## src/rtl/ibus_uncache_bridge_pkg.sv

```systemverilog
// rtl/ibus_uncache_bridge_pkg.sv - shared types and AXI constants for the uncached fetch bridge
//
// Purpose : FSM state encoding, AXI burst/size/response constants and a
//           helper that classifies an AXI read response as an error.
// Ports   : none (package).
package ibus_uncache_bridge_pkg;

  typedef enum logic [1:0] {
    IDLE = 2'd0,
    ADDR = 2'd1,
    DATA = 2'd2,
    RESP = 2'd3
  } ibus_state_t;

  localparam logic [1:0] AXI_BURST_INCR  = 2'b01;
  localparam logic [2:0] AXI_SIZE_4B     = 3'b010;
  localparam logic [1:0] AXI_RESP_SLVERR = 2'b10;
  localparam logic [1:0] AXI_RESP_DECERR = 2'b11;

  // SLVERR and DECERR are exactly the responses with bit 1 set.
  function automatic logic resp_is_err(input logic [1:0] resp);
    return resp[1];
  endfunction

endpackage

```

## src/rtl/ibus_uncache_bridge.sv

```systemverilog
// rtl/ibus_uncache_bridge.sv - single-beat AXI4 read bridge for uncached instruction fetch
//
// Purpose : accepts one fetch request at a time from IF, issues one AXI
//           single-beat 32-bit read, and holds the returned word and error
//           flag in a one-entry buffer until IF consumes it.
// Ports   :
//   clk, resetn                       core clock, async active-low reset
//   flush                             IF flush (drops in-flight or buffered fetch)
//   cpu_valid/cpu_addr/cpu_ready      fetch request handshake
//   cpu_rvalid/cpu_rready             response handshake
//   cpu_rdata/cpu_rerr                instruction word and bus-error flag
//   arid/araddr/arlen/arsize/arburst  AXI AR payload (constant except araddr)
//   arvalid/arready                   AXI AR handshake
//   rid/rdata/rresp/rlast             AXI R payload (rid and rlast unused)
//   rvalid/rready                     AXI R handshake
module ibus_uncache_bridge
  import ibus_uncache_bridge_pkg::*;
#(
  parameter int              ID_W   = 4,
  parameter logic [ID_W-1:0] AXI_ID = '0
) (
  input  logic            clk,
  input  logic            resetn,
  input  logic            flush,
  input  logic            cpu_valid,
  input  logic [31:0]     cpu_addr,
  output logic            cpu_ready,
  output logic            cpu_rvalid,
  input  logic            cpu_rready,
  output logic [31:0]     cpu_rdata,
  output logic            cpu_rerr,
  output logic [ID_W-1:0] arid,
  output logic [31:0]     araddr,
  output logic [7:0]      arlen,
  output logic [2:0]      arsize,
  output logic [1:0]      arburst,
  output logic            arvalid,
  input  logic            arready,
  input  logic [ID_W-1:0] rid,
  input  logic [31:0]     rdata,
  input  logic [1:0]      rresp,
  input  logic            rlast,
  input  logic            rvalid,
  output logic            rready
);

  ibus_state_t r_state;
  ibus_state_t w_state_nxt;
  logic        r_drop;
  logic [31:0] r_araddr;
  logic [31:0] r_rdata;
  logic        r_rerr;
  logic        w_accept;
  logic        w_drop;

  // rid/rlast carry no information for a single-beat, single-ID master.
  logic w_unused;
  assign w_unused = ^{rid, rlast, rresp[0], cpu_addr[1:0]};

  assign w_accept = (r_state == IDLE) & cpu_valid & ~flush;
  // A flush arriving with the R beat must drop it, so include the live flush.
  assign w_drop   = r_drop | flush;

  always_ff @(posedge clk or negedge resetn) begin
    if (!resetn) begin
      r_state <= IDLE;
    end else begin
      r_state <= w_state_nxt;
    end
  end

  always_comb begin
    w_state_nxt = r_state;
    cpu_ready   = 1'b0;
    arvalid     = 1'b0;
    rready      = 1'b0;
    cpu_rvalid  = 1'b0;
    case (r_state)
      IDLE: begin
        cpu_ready = 1'b1;
        if (w_accept) w_state_nxt = ADDR;
      end
      ADDR: begin
        // arvalid is never withdrawn, even after a flush.
        arvalid = 1'b1;
        if (arready) w_state_nxt = DATA;
      end
      DATA: begin
        rready = 1'b1;
        if (rvalid) w_state_nxt = w_drop ? IDLE : RESP;
      end
      RESP: begin
        cpu_rvalid = 1'b1;
        if (cpu_rready | flush) w_state_nxt = IDLE;
      end
      default: w_state_nxt = IDLE;
    endcase
  end

  always_ff @(posedge clk or negedge resetn) begin
    if (!resetn) begin
      r_drop   <= 1'b0;
      r_araddr <= '0;
      r_rdata  <= '0;
      r_rerr   <= 1'b0;
    end else begin
      if (flush && (r_state == ADDR || r_state == DATA)) r_drop <= 1'b1;
      if (w_state_nxt == IDLE) r_drop <= 1'b0;
      if (w_accept) r_araddr <= {cpu_addr[31:2], 2'b00};
      if (r_state == DATA && rvalid && !w_drop) begin
        r_rdata <= rdata;
        r_rerr  <= resp_is_err(rresp);
      end
    end
  end

  assign cpu_rdata = r_rdata;
  assign cpu_rerr  = r_rerr;
  assign araddr    = r_araddr;
  assign arid      = AXI_ID;
  assign arlen     = 8'd0;
  assign arsize    = AXI_SIZE_4B;
  assign arburst   = AXI_BURST_INCR;

endmodule

```

## config.mk

```make
export PLATFORM = sky130hd
export DESIGN_NAME = ibus_uncache_bridge
export DESIGN_NICKNAME = d
export VERILOG_FILES = /design/src/rtl/ibus_uncache_bridge_pkg.sv /design/src/rtl/ibus_uncache_bridge.sv
export SDC_FILE = /design/constraint.sdc
export NUM_CORES = 1
export LEC_CHECK = 0
export CAP_MARGIN = 20
export CORE_MARGIN = 4
export CORE_UTILIZATION = 41
export DETAILED_ROUTE_END_ITERATION = 6
export HOLD_SLACK_MARGIN = 0.03
export PLACE_DENSITY = 0.94
export SLEW_MARGIN = 0
export SYNTH_ARGS = -nofsm -noshare
export SYNTH_HDL_FRONTEND = slang
export SYNTH_SLANG_ARGS = --single-unit
```

## constraint.sdc

```tcl
create_clock -name clk -period 2.62 [get_ports clk]
set_input_delay 0.393 -clock clk [delete_from_list [all_inputs] [get_ports clk]]
set_output_delay 0.393 -clock clk [all_outputs]
set_load 0.01 [all_outputs]
```

Word level (Yosys, flattened, before mapping) --
Cells that the tools add are included.
Storage, ports and cells: register bits after elaboration 66, latch bits 0, bits in writable memories 0, bits in read-only memories 0, input bits 78, memories kept 0
Operators by class: add/subtract/negate cells 0, multipliers 0, div/mod/pow operators 0, $lt $le $gt $ge 0, equality and inequality tests 3, shift operators 0, muxes and demuxes 12, bitwise operators 5, reduce and logical (&&, ||, !) cells 8
Operators with widths (count):
- 2-bit 2-to-1 mux | 5
- 2-bit case mux with 4 select lines | 1
- 1-bit 2-to-1 mux | 6
- 2-bit equality test, second input constant | 2
- 2-bit zero test | 2
- 1-bit logical AND | 3
- 1-bit AND | 2
- 2-bit by 1-bit equality test with 1-bit output, second input constant | 1
- 1-bit OR | 2
- 2-bit nonzero test | 1
- 1-bit zero test | 1
- 1-bit logical OR | 1
- 1-bit NOT | 1

Longest topological paths before layout --
Gate-level depths: netlist of the first run.
depth in word-level cells 7, depth in mapped cells 6

Worst setup path after synthesis of the first run --
OpenSTA, ideal clock, no wires.
kind register -> register, from register r_state[0], to register r_rdata[0], in the netlist cpu_rdata[0], arrival 1.484 ns, required time 2.495 ns, path slack 1.011 ns, stages on the path, launching flop included 7, path buffers 2, clock period less this slack 1.609 ns, cells stage by stage dfrtp_1 > inv_1 > ha_1 > and3_1 > buf_6 > buf_12 > mux2_4
On the way: longest elaborated chain between the ends 3
RTL lines:
- start, declared | line ibus_uncache_bridge.sv:47 | ibus_state_t r_state;
- start signal, assigned | line ibus_uncache_bridge.sv:68 | r_state <= w_state_nxt;
- 2-bit equality test | line ibus_uncache_bridge.sv:110 | if (r_state == DATA && rvalid && !w_drop) begin
- 1-bit logical AND (2 in a row) | line ibus_uncache_bridge.sv:110
- end signal, assigned | line ibus_uncache_bridge.sv:111 | r_rdata <= rdata;
- end, declared | line ibus_uncache_bridge.sv:51 | logic [31:0] r_rdata;
No other way between the ends. A chain may end at the register's enable or synchronous reset.

Worst setup path in the final report of the first run --
from register r_state[0], to output rready
On the way: longest elaborated chain between the ends 2
RTL lines:
- 2-bit equality test | line ibus_uncache_bridge.sv:78 | case (r_state)
- 1-bit 2-to-1 mux | line ibus_uncache_bridge.sv:78
- end, declared | line ibus_uncache_bridge.sv:44 | output logic rready
No other way between the ends.

==> impl_metrics.json, run 1 <==
{
  "power.net_switching_w": 0.00148,
  "yosysUniqueCellTypes": 24,
  "antenna_found_initial": 0,
  "multi_input_area_mm2": 0.00107,
  "rsz0062_at_grt": "false",
  "worstSetupPathType": "reg2out",
  "grt_use_total_pct": 17.1,
  "grtUsageMet1_pct": 18.5,
  "vias_per_cell": 4.49,
  "switching_share_pct": 28.9,
  "hold_viol_final": 0,
  "start_kind": "flop",
  "post_dp_cell_area_mm2": 0.00427,
  "io_pins": 164,
  "grt_max_degree": 36,
  "timing.fmax_mhz": 487,
  "power_frac_comb_pct": 46.5,
  "detail_route.wl_per_cell_um": 16.2,
  "cts_made_buffers": 9,
  "dp_hpwl_mm": 5.38,
  "ctsRootBufferMaster": "clkbuf_8",
  "drive_gt1_share_pct": 25.7,
  "grt_pass1_wl_mm": 11.1,
  "clock_path_buffers": 2,
  "drt-total-wl_mm": 6.91,
  "stdcell_area_mm2": 0.00449,
  "cts_hold_buf": 0,
  "avgSynthCellArea_um2": 15.8,
  "cts.clk_slew.worst_paths_ps": 70,
  "row_count": 30,
  "numPortBuffers": 136,
  "clk_latency_ps": 330,
  "synth_cells": 184,
  "p_seq_share_pct": 35.2,
  "cp.arrival_ps": 1660,
  "p_leak_nw": 1.96,
  "yosys.area.top_type": "dfrtp_1",
  "firstDrtPassIters": 4,
  "clock_sinks": 66,
  "required_ps": 2230,
  "finalSetupViolCount": 0,
  "drc": 0,
  "final_antenna_net_count": 0,
  "gr-usage-met2_pct": 30.3,
  "p_clk_share_pct": 18.2,
  "cap_violations": 0,
  "seq_area_mm2": 0.00165,
  "fin_setup_tns_ps": 0,
  "met3_usage_pct": 6.89,
  "yosysTopAreaCellShare_pct": 57.0,
  "period_needed_ps": 2060,
  "fill_cells": 531,
  "die_h_um": 92.1,
  "status": "completed",
  "relSlewSlack_pct": 51.4,
  "peakVddDrop_mv": 0.558,
  "cts_setup_buffers": 0,
  "hold_class": "in2async",
  "tightest_slew_ps": 729,
  "grt_overflow_total": 0,
  "p_int_w": 0.00364,
  "end_kind": "output pin",
  "start_util_pct": 42.4,
  "area_growth_pct": 54.7,
  "cts_max_level": 3,
  "cts_tree": "built",
  "post_cts_resize_count": 0,
  "n_antenna_cell": 0,
  "period_share_pct": 78.4,
  "grt_pass1_vias": 2096,
  "nNetsFinal": 409,
  "place_congestion": 0.832,
  "drt-initial-drc-count": 61,
  "finClkSkew_ps": 11.3,
  "synth_seq_cells": 66,
  "rrSetupSlack_ps": 650,
  "die_area_mm2": 0.00848,
  "synthTopCellsByArea": "dfrtp_1, mux2_4, mux2_2",
  "slew_violations": 0,
  "core_mm2": 0.00683,
  "yosys_warnings": 0,
  "pwr_density_cell_mw_per_mm2": 1140,
  "busiest_layer": "met2",
  "worstPathMaxFanout": 4,
  "dieWidth_um": 92.1,
  "vias": 1916,
  "ys_seq_area_share_pct": 57.0,
  "netlist_area_mm2": 0.00290
}
[final cells by class]
class	instances	area share, %
clock buffer	11	3.15
clock inverter	5	1.73
inverter	3	0.251
multi-input combinational	106	23.9
sequential	66	36.8
tap	96	2.68
timing repair buffer	140	31.5
[sequential cells by signal, indices dropped and copies added (netlist names)]
signal     flops
araddr        30
r_drop         1
r_state        2
cpu_rerr       1
cpu_rdata     32
[synthesized netlist by cell type]
library cell / n
nor2b_1: 1
nor3b_1: 1
mux2_2: 33
nand2b_1: 1
a32o_1: 1
a31oi_1: 1
a21oi_1: 1
o22a_2: 1
buf_2: 3
nand3b_1: 1
and3_1: 1
buf_6: 1
nor2_1: 1
o21ai_0: 3
ha_1: 5
buf_12: 3
dfrtp_1: 66
conb_1: 2
mux2_4: 30
o31ai_1: 1
inv_1: 3
buf_4: 19
o22a_1: 1
nand2_1: 4
[worst max-delay path, cell delays in order (launching register included)]
cell             delay [ps]
dfrtp_1                 420
inv_1                   120
ha_1                    210
clkdlybuf4s50_1         580
[routing by layer]
layer	up-vias	wire length (um)
li1	883	-
met1	942	2510
met2	77	3740
met3	14	531
met4	0	132
met5	-	0
[stage by stage]
stage | setup slack, ps | hold slack (ps) | power (W) | utilization (%) | instances
finish | 565 | 112 | 0.00512 | 65.7 | 427
global route | 460 | 157 | 0.00542 | 65.7 | 427
CTS | 531 | 138 | 0.00520 | 65.7 | 427
detailed placement | 449 | 494 | 0.00423 | 62.5 | 411
global placement | 502 | 487 | 0.00413 | 62.5 | 411
floorplan | 1010 | 97.4 | 0.00291 | - | 201
[power by group through the flow]
| stage | clock network (W) | registers, W | logic (W) |
|---|---|---|---|
| final | 0.000934 | 0.00180 | 0.00238 |
| after global routing | 0.00101 | 0.00187 | 0.00254 |
| after CTS | 0.000966 | 0.00181 | 0.00242 |
| after detailed placement | 0 | 0.00182 | 0.00241 |
| after global placement | 0 | 0.00178 | 0.00235 |
| after floorplan | 0 | 0.00202 | 0.000882 |
[logic make-up (layout without fill, tap and decap cells)]
family	count (synthesis)	count (layout)	synth area share (%)
flip-flops	66	66	57.0
multiplexers	63	63	28.4
buffers and inverters	29	159	8.29
AND/OR/NAND/NOR	10	10	1.81
AO/OA/AOI/OAI	9	9	2.16
adder cells (fa/ha/maj)	5	5	2.16
other	2	19	0.259
[worst paths after layout]
| path | from | to | cells past startpoint |
|---|---|---|---|
| worst max register to register | r_state[1] | araddr[10] | 5 |
| worst max-delay path | r_state[0] | rready | 3 |
| worst min register to register | araddr[30] | araddr[30] | 1 |
| max in group asynchronous | resetn | cpu_rdata[30] | 2 |
| min in group clk | araddr[30] | araddr[30] | 1 |
| worst min-delay path | resetn | araddr[25] | 1 |
[placed cells by master, fill, tap and decap left out, drive strengths merged, types with 2 or more instances in the layout]
cell type,instances
buf,5
bufinv,2
clkbuf,11
clkdlybuf4s50,135
clkinv,2
conb,19
dfrtp,66
ha,5
inv,3
mux2,63
nand2,4
o21ai,3
o22a,2
No activity file was read; power rests on OpenSTA's default activity.
==> inputs of run 2 (changes only) <==
CORE_UTILIZATION = 38   (was 41)
PLACE_DENSITY = 0.89   (was 0.94)
clock period = 2 ns   (was 2.62 ns; I/O delays follow)
==> impl_metrics.json, run 2 (same netlist as run 1, synthesis figures left out) <==
{
  "core_mm2": 0.00733,
  "worstReg2RegEnd": "cpu_rdata[11]",
  "row_count": 31,
  "reg2reg_from": "r_state[0]",
  "critPathMaxStageDelay_ps": 540,
  "hold_viol_final": 0,
  "cts_setup_buffers": 0,
  "rrSetupSlack_ps": 280,
  "switching_share_pct": 29.6,
  "largest_reg_flops": 32,
  "finalSetupViolCount": 0,
  "grt_max_degree": 35,
  "numPortBuffers": 136,
  "pwr_density_cell_mw_per_mm2": 1470,
  "final_cell_mix": "clkdlybuf4s50_1, dfrtp_1, mux2_2",
  "reg2reg_depth": 5,
  "die_area_mm2": 0.00909,
  "cts_made_buffers": 9,
  "rsz0062_at_grt": "false",
  "cts_max_level": 3,
  "placed_cells": 415,
  "holdPathStages": 1,
  "drc": 0,
  "critPathBufInv": 1,
  "stdcell_area_mm2": 0.00450,
  "holdPathEnd": "araddr[13]",
  "dp_hpwl_mm": 5.06,
  "critical_path_depth": 2,
  "vias": 1935,
  "p_clk_share_pct": 17.1,
  "crit_slowest_cell": "clkdlybuf4s50_1",
  "status": "completed",
  "post_dp_cell_area_mm2": 0.00428,
  "drt-total-wl_mm": 6.62,
  "start_kind": "flop",
  "dieWidth_um": 95.3,
  "busiest_layer": "met2",
  "start_util_pct": 39.5,
  "finClkSkew_ps": 18.3,
  "cp.arrival_ps": 1490,
  "ctsRootBufferMaster": "clkbuf_8",
  "worstHoldStart": "araddr[13]",
  "clock_path_buffers": 2,
  "grt_use_total_pct": 14.9,
  "p_int_w": 0.00464,
  "cts.clk_slew.worst_paths_ps": 70,
  "met3_usage_pct": 6.31,
  "finalWorstSetupSlack_ps": 212,
  "cap_violations": 0,
  "detail_route.wl_per_cell_um": 15.3,
  "gr-usage-met2_pct": 24.4,
  "nNetsFinal": 411,
  "end_kind": "output pin",
  "stdcell_count": 432,
  "fin_setup_tns_ps": 0,
  "cp_top_family": "buffers and inverters",
  "clk_latency_ps": 340,
  "grt_pass1_vias": 2109,
  "power.net_switching_w": 0.00195,
  "firstDrtPassIters": 3,
  "grt_pass1_wl_mm": 10.3,
  "cts_tree": "built",
  "worstPathMaxFanout": 7,
  "grtUsageMet1_pct": 17.2,
  "grt_overflow_total": 0,
  "peakVddDrop_mv": 0.653,
  "layout_commonest_cell": "clkdlybuf4s50_1",
  "n_antenna_cell": 0,
  "power_frac_comb_pct": 47.1,
  "dp_slack_ps": 69.5,
  "hold_class": "reg2reg",
  "required_ps": 1700,
  "timing.fmax_mhz": 559,
  "io_pins": 164,
  "vias_per_cell": 4.48,
  "antenna_found_initial": 0,
  "period_share_pct": 89.4,
  "slew_violations": 0,
  "drive_gt1_share_pct": 26.4,
  "area_growth_pct": 55.1,
  "final_antenna_net_count": 0,
  "period_needed_ps": 1790,
  "worstSetupPathType": "reg2out",
  "drt-initial-drc-count": 56,
  "clock_sinks": 66,
  "place_congestion": 0.748,
  "p_leak_nw": 1.99,
  "p_seq_share_pct": 35.8,
  "fill_cells": 561,
  "die_h_um": 95.3,
  "crit_chain": "ha_1 -> clkdlybuf4s50_1"
}
run 2: layout make-up:
| cell class | count | area, um^2 | area share [%] |
|---|---|---|---|
| Sequential cell | 66 | 1650 | 36.8 |
| Timing Repair Buffer | 142 | 1430 | 31.9 |
| Multi-Input combinational cell | 106 | 1070 | 23.8 |
| Clock buffer | 10 | 138 | 3.06 |
| Tap cell | 99 | 124 | 2.75 |
| Clock inverter | 6 | 66.3 | 1.47 |
| Inverter | 3 | 11.3 | 0.250 |
run 2: what timing repair did:
item                                    CTS  global route
hold buffers                              1             0
gates resized for setup                   1             3
gates cloned                              0             0
endpoints found under the setup margin    1             2
endpoints found under the hold margin    66             0
run 2: worst reg2reg max path: stages (launching register included):
cell and delay, ps:
dfrtp_1 430, inv_1 130, ha_1 220, and3_2 240, buf_4 230, mux2_2 370
run 2: how the worst max path moves through the flow:
stage / start / to / slack (ps)
2_1_floorplan: r_state[0] / cpu_rdata[0] / 390
3_3_place_gp: flush / cpu_rdata[11] / 110
3_5_place_dp: flush / cpu_rdata[11] / 70
4_1_cts: r_state[1] / arvalid / 2
5_1_grt: r_state[0] / cpu_rvalid / 130
6_report: r_state[1] / cpu_rvalid / 210
run 2: layer usage:
metal / up-vias / routed length, um
met5: - / 0
met3: 9 / 756
met2: 103 / 3150
met4: 0 / 89
li1: 887 / -
met1: 936 / 2630
run 2: metrics by stage:
stage	utilization, %	hold slack (ps)	power [W]
final	61.3	505	0.00659
after detailed placement	58.4	360	0.00553
after global routing	61.3	524	0.00700
after CTS	61.3	509	0.00669
after global placement	58.4	356	0.00542
after floorplan	-	4.41	0.00381
run 2: power groups by stage:
| stage | registers (W) | logic, W | clock network, W |
|---|---|---|---|
| after floorplan | 0.00265 | 0.00116 | 0 |
| after global placement | 0.00233 | 0.00309 | 0 |
| after detailed placement | 0.00239 | 0.00314 | 0 |
| after CTS | 0.00236 | 0.00316 | 0.00116 |
| after global routing | 0.00245 | 0.00332 | 0.00123 |
| final | 0.00236 | 0.00311 | 0.00112 |
